`src/rtl/pi_inv_seq.sv`:
```
// Bit-serial inverse Spongent pLayer: out[4k mod (B-1)] = in[k], bit B-1 fixed, one bit per clock.
// Optional idx_dbg port enabled by defining PI_INV_IDX_DBG_EN.
module pi_inv_seq #(
    parameter int B    = 88,
    parameter int IDXW = 9
) (
    input  logic            clk,
    input  logic            rst,
    input  logic            start,
    input  logic [B-1:0]    in_state,
    output logic            busy,
    output logic            done,
    output logic [B-1:0]    out_state
`ifdef PI_INV_IDX_DBG_EN
    ,
    output logic [IDXW-1:0] idx_dbg
`endif
);

    // Handshake: start is only looked at in IDLE (no queueing); done pulses for one
    // cycle in the first IDLE cycle after an operation, and out_state is valid from
    // then until the next accepted start.
    localparam logic [1:0] S_IDLE = 2'd0;
    localparam logic [1:0] S_RUN  = 2'd1;
    localparam logic [1:0] S_DONE = 2'd2;

    localparam logic [IDXW-1:0] K_LAST = IDXW'(B - 1);
    localparam logic [IDXW-1:0] K_PRE  = IDXW'(B - 2);
    localparam logic [IDXW:0]   MOD    = (IDXW + 1)'(B - 1);

    logic [1:0]      state;
    logic [IDXW-1:0] k;
    logic [IDXW-1:0] idx;
    logic [B-1:0]    latch;
    logic [IDXW:0]   t;
    logic [IDXW-1:0] idx_next;

    // Incremental 4k mod (B-1); t stays below 2*(B-1) so one subtract is enough.
    // The subtract wraps modulo 2^IDXW, which is exact because its true result fits.
    always_comb begin
        t        = {1'b0, idx} + (IDXW + 1)'(4);
        idx_next = t[IDXW-1:0];
        if (t >= MOD) begin
            idx_next = t[IDXW-1:0] - K_LAST;
        end
    end

    always_ff @(posedge clk or posedge rst) begin
        if (rst) begin
            state     <= S_IDLE;
            k         <= '0;
            idx       <= '0;
            latch     <= '0;
            out_state <= '0;
            done      <= 1'b0;
        end else begin
            done <= 1'b0;
            case (state)
                S_IDLE: begin
                    if (start) begin
                        latch     <= in_state;
                        out_state <= '0;
                        k         <= '0;
                        idx       <= '0;
                        state     <= S_RUN;
                    end
                end
                S_RUN: begin
                    // latch shifts right so latch[0] always holds original bit k
                    out_state <= out_state | ({{(B-1){1'b0}}, latch[0]} << idx);
                    latch     <= latch >> 1;
                    if (k == K_LAST) begin
                        state <= S_DONE;
                    end else begin
                        k <= k + IDXW'(1);
                    end
                    idx <= (k == K_PRE) ? K_LAST : idx_next;
                end
                S_DONE: begin
                    done  <= 1'b1;
                    state <= S_IDLE;
                end
                default: begin
                    state <= S_IDLE;
                end
            endcase
        end
    end

    assign busy = (state != S_IDLE);

`ifdef PI_INV_IDX_DBG_EN
    assign idx_dbg = (state == S_RUN) ? idx : '0;
`endif

endmodule
```
`config.mk`:
```
export PLATFORM = sky130hd
export DESIGN_NAME = pi_inv_seq
export DESIGN_NICKNAME = d
export VERILOG_FILES = /design/src/rtl/pi_inv_seq.sv
export SDC_FILE = /design/constraint.sdc
export NUM_CORES = 1
export LEC_CHECK = 0
export CELL_PAD_IN_SITES_DETAIL_PLACEMENT = 0
export CELL_PAD_IN_SITES_GLOBAL_PLACEMENT = 2
export CORE_MARGIN = 2
export CORE_UTILIZATION = 29
export CTS_BUF_LIST = sky130_fd_sc_hd__clkbuf_2
export CTS_CLUSTER_DIAMETER = 120
export CTS_CLUSTER_SIZE = 25
export DETAILED_ROUTE_END_ITERATION = 6
export GPL_TIMING_DRIVEN = 0
export PLACE_DENSITY_LB_ADDON = 0.1
export SYNTH_ARGS = -nofsm -noshare
export SYNTH_HDL_FRONTEND = slang
export SYNTH_SLANG_ARGS = --single-unit
export TNS_END_PERCENT = 20
```
`constraint.sdc`:
```
create_clock -name clk -period 6.6 [get_ports clk]
set_input_delay 0.99 -clock clk [delete_from_list [all_inputs] [get_ports clk]]
set_output_delay 0.99 -clock clk [all_outputs]
set_load 0.005 [all_outputs]
```
Yosys cells after proc, flatten, opt, wreduce, memory -nomap -nowiden:

Index checks and enable logic that the tools add are counted.

* bits in registers: 197
* input bits: 91
* output and inout port bits: 90
* logic and storage cells: 39

* $add $sub $neg: 3
* order comparisons: 1
* equal/unequal tests: 7
* shift-type cells: 1
* multiplexer cells: 14
* bitwise operators: 1
* reductions and logical operators: 6

Operators with widths (number)
* $pmux W88 S2: 2
* $mux W88: 2
* $or A88 B88 Y88: 1
* $shl A1 B9 Y88: 1
* $mux W9: 4
* $pmux W9 S2: 2
* $eq A9 B7 Y1 const B: 2
* $add A9 B3 Y10 const B: 1
* $ge A10 B7 Y1 const B: 1
* $add A9 B1 Y9 const B: 1
* $sub A9 B7 Y9 const B: 1
* $ne A2 B2 Y1 const B: 3
* $mux W2: 2
* $pmux W2 S2: 1
* $reduce_and A2 Y1: 2
* $reduce_bool A2 Y1: 2
* $reduce_and A3 Y1: 1
* $eq A2 B1 Y1 const B: 1
* $eq A2 B2 Y1 const B: 1
* $logic_not A2 Y1: 1
* $mux W1: 1

Longest topological paths before layout:

* depth in word-level cells: 5
* depth in mapped cells: 10
* gate-level depth less buffers: 8

Worst setup path after synthesis:

OpenSTA, ideal clock, no wires.

* path type: input to register
* start point: input port start
* end point: register idx[4]
* setup time: 138 ps
* arrival time: 2351 ps
* data required time: 6462 ps
* slack: 4110 ps
* stages on the path: 6
* buffers on the path: 1
* cell sequence: clkbuf_1 > o21bai_1 > nor4_2 > nor2_1 > and3_1 > or4_1

* word-level cells in the longest chain between the ends: 2

Ends and longest elaborated chain
* from (decl): RTL line 9 `input logic start,`
* $ne A2 B2 Y1 (no source line)
* $reduce_and A2 Y1 (no source line)
* to (signal assigned): RTL line 77 `idx <= (k == K_PRE) ? K_LAST : idx_next;`
* to (decl): RTL line 33 `logic [IDXW-1:0] idx;`

Every way passes these cells.
A chain may end at the register's enable or synchronous reset.

Final worst setup path:

* start point: register state[0]
* end point: output port busy

* word-level cells in the longest chain between the ends: 1

Ends and longest elaborated chain
* from (decl): RTL line 31 `logic [1:0] state;`
* from (signal assigned): RTL line 50 `state <= S_IDLE;`
* from (signal assigned): RTL line 65 `state <= S_RUN;`
* from (signal assigned): RTL line 73 `state <= S_DONE;`
* $reduce_bool A2 Y1: RTL line 90 `assign busy = (state != S_IDLE);`
* to (decl): RTL line 11 `output logic busy,`

Every way passes these cells.

==> results.toml <==
[status]
outcome = "finished, final reports clean"

[yosys]
synthArstFlopShare_pct = 100.0
synth_cells = 981
synth.largest_area_cell = "dfrtp_1"
synth_edf_count = 0
synth_top_family_by_area = "simple AND/OR/NAND/NOR gates"
synth_xor_area_share_pct = 1.057
syn_nets = 1077
muxShareOfSynthArea_pct = 0.1098
ys.flop_type = "dfrtp_1"
synth.area.top_cells = "dfrtp_1 (54%), o21ai_0 (9.5%), nand2_1 (7.4%)"
ys_seq_area_share_pct = 54.08
synth.top_cell.area_share_pct = 54.08
ys_warn_count = 0
synth.avg_cell_area_um2 = 9.292
yosys.area_share.simple_pct = 21.24
synth_seq_cells = 197
synth-compound-area-share_pct = 18.81
synth_cell_types = 48
netlist_area_um2 = 9115
synth_fa_ha_area_share_pct = 0.6863

[critical_path]
crit_end = "busy"
crit_type = "flop to output port"
start_kind = "flop"
cp_data_required_time_ps = 5610
cp_max_fo = 10
reg2reg_depth = 9
reg2reg_from = "idx[2]$_DFFE_PP0P_"
r2r_end = "idx[4]$_DFFE_PP0P_"
end_kind = "output port"
cp.arrival_ps = 3660
cp-startpoint = "state[0]$_DFFE_PP0P_"
rrSetupSlack_ps = 3630

[clock_tree]
tritoncts = "yes"
cts.clk_slew.worst_paths_ps = 310
insertion_delay_ps = 770
postCtsHoldBufs = 0
cts-resized-gates = 0
postCtsSetupRepairBufs = 0
cts_root_buf = "clkbuf_2"
clk_path_buf_depth = 2
htreeDepth = 4
cts.sinks = 197
cts_buffers = 17

[placement]
place.port_buffers = 179
place_ws_ps = 2657
dp.cells = 1558
gp_congestion = 0.7592
place_hpwl_um = 19980
dpl_cell_area_um2 = 11460

[pwr]
ir_drop_mv = 0.1167
power_frac_seq_pct = 45.4
p_leak_nw = 5.180
switching_share_pct = 38.93
p_total_mw = 4.335
p_per_area_nw_per_um2 = 370.7
combPwrFrac_pct = 40.5
switchingPower_mw = 1.687
p_int_mw = 2.647
clockPowerShare_pct = 14.0

[floorplanning]
dieArea_um2 = 32860
dieHeight_um = 181.3
core_um2 = 30750
fp.dieW_um = 181.3
row_count = 64
start_util_pct = 29.64
ioPinCount = 181

[timing]
setup_ws_ps = 1945
clock_skew_ps = 72.29
period_minus_slack_ps = 4655
finalHoldViolCount = 0
setup_viol = 0
maxSlewViolCount = 0
fmax_mhz = 214.8
worst_pin_slew_ps = 1118
relSlewSlack_pct = 25.05
period_share_pct = 70.53
rsz0062_at_grt = "no"

[global_route]
grt_pass1_wl_um = 44480
grt_pass1_vias = 7835
antenna_found_initial = 5
grt_usage_pct = 17.13
grt_max_degree = 102
grt_overflow_total = 0

[job]
drv_cap = 0

[cells_and_area]
final_cell_mix = "dfrtp_1 (197), nand2_1 (180), clkdlybuf4s50_1 (179), o21ai_0 (173), a21oi_1 (94)"
final_common_cell = "dfrtp_1"
drive_gt1_share_pct = 4.439
syn_to_final_growth_pct = 28.29
final_nets = 1277
stdcell_area_um2 = 11690
stdcell_count = 1592

[routing]
wl_per_cell_um = 17.35
drt-initial-drc-count = 458
drc = 0
ant_nets = 0
vias_per_cell = 4.807
via_count = 7652
first_pass_iters = 4
routed_wl_um = 27620

[worst_hold_path]
holdCritPathClass = "flop to flop"
## power groups by stage
stage,sequential (mW),clock (mW),combinational (mW)
after floorplan,1.94,0,0.968
after global placement,2.00,0,1.76
after detailed placement,2.00,0,1.79
after CTS,1.97,0.641,1.79
after global routing,2.04,0.683,1.98
final,1.97,0.609,1.76
## logic make-up (layout without fill, tap and decap cells)
group                      Yosys count  after routing
and+or+nand+nor                    363            363
muxes                                1              1
buffers and inverters               92            305
adders and majority gates            5              5
other                                0              2
AOI/OAI and AO/OA                  312            312
DFF                                197            197
xor gates and xnor gates            11             11
## layer usage
| metal | share of wire [%] | GRT usage (%) |
|---|---|---|
| met1 | 48 | 23.32 |
| met2 | 47 | 28.21 |
| met3 | 4.6 | 3.810 |
| met4 | 0.56 | 3.122 |
| met5 | 0.20 | 0 |
## cells in the mapped netlist, types with 2 or more instances
library cell  number
or3_1              5
nand4_1            5
inv_1             11
dfrtp_1          197
and3b_1           75
and3_1             9
or2_2              2
nand2_1          180
ha_1               5
nor2_1            33
buf_4              4
o31ai_1            3
o21ai_0          173
a22o_1            12
xor2_1             7
buf_2              4
a32o_1             6
nor2b_1           15
buf_1              9
xnor2_1            4
nand2b_1           2
a22oi_1           13
nor3_1             2
nand3_1           24
nor4_1             2
clkbuf_1          63
a21oi_1           94
a31oi_1            2
## cell type report
cell class | count | area (um2)
antenna | 2 | 5.005
timing repair buffer | 181 | 1831
sequential | 197 | 4930
tap | 396 | 495.5
inverter | 11 | 48.80
clock buffer | 19 | 95.09
fill | 3251 | 19060
buffer | 81 | 325.3
clock inverter | 13 | 136.4
multi-input combinational | 692 | 3827
## flip-flops by register name, summed over array words and instances (netlist names)
name	cells
idx	9
state	2
latch	88
out_state	88
k	9
done	1
## worst min-delay path by stage
| stage | cells after the start | slack (ps) | startpoint | endpoint |
|---|---|---|---|---|
| 3_5_place_dp | 2 | 470 | out_state[40]$_DFFE_PP0P_ | out_state[40]$_DFFE_PP0P_ |
| 4_1_cts | 2 | 530 | out_state[32]$_DFFE_PP0P_ | out_state[32]$_DFFE_PP0P_ |
| 3_3_place_gp | 2 | 460 | latch[59]$_DFFE_PP0P_ | latch[59]$_DFFE_PP0P_ |
| 6_report | 2 | 520 | out_state[32]$_DFFE_PP0P_ | out_state[32]$_DFFE_PP0P_ |
| 5_1_grt | 2 | 550 | out_state[33]$_DFFE_PP0P_ | out_state[33]$_DFFE_PP0P_ |
| 2_1_floorplan | 2 | 450 | latch[13]$_DFFE_PP0P_ | latch[13]$_DFFE_PP0P_ |
## per-stage QoR
step | util [%] | hold slack, ps | TNS [ps]
2_1_floorplan | - | 450.2 | 0
3_3_place_gp | 37.08 | 461.1 | -584610
3_5_place_dp | 37.26 | 469.2 | 0
4_1_cts | 38.01 | 527.0 | 0
5_1_grt | 38.03 | 546.5 | 0
6_report | 38.03 | 519.6 | 0
## critical path, stage by stage, from the launching register on
cell and delay [ps]:
dfrtp_1 400, clkbuf_2 220, clkbuf_1 550, clkbuf_1 600
clkbuf_1 470, or2_2 200, clkdlybuf4s50_1 490
Power figures use the tool's default switching activity.
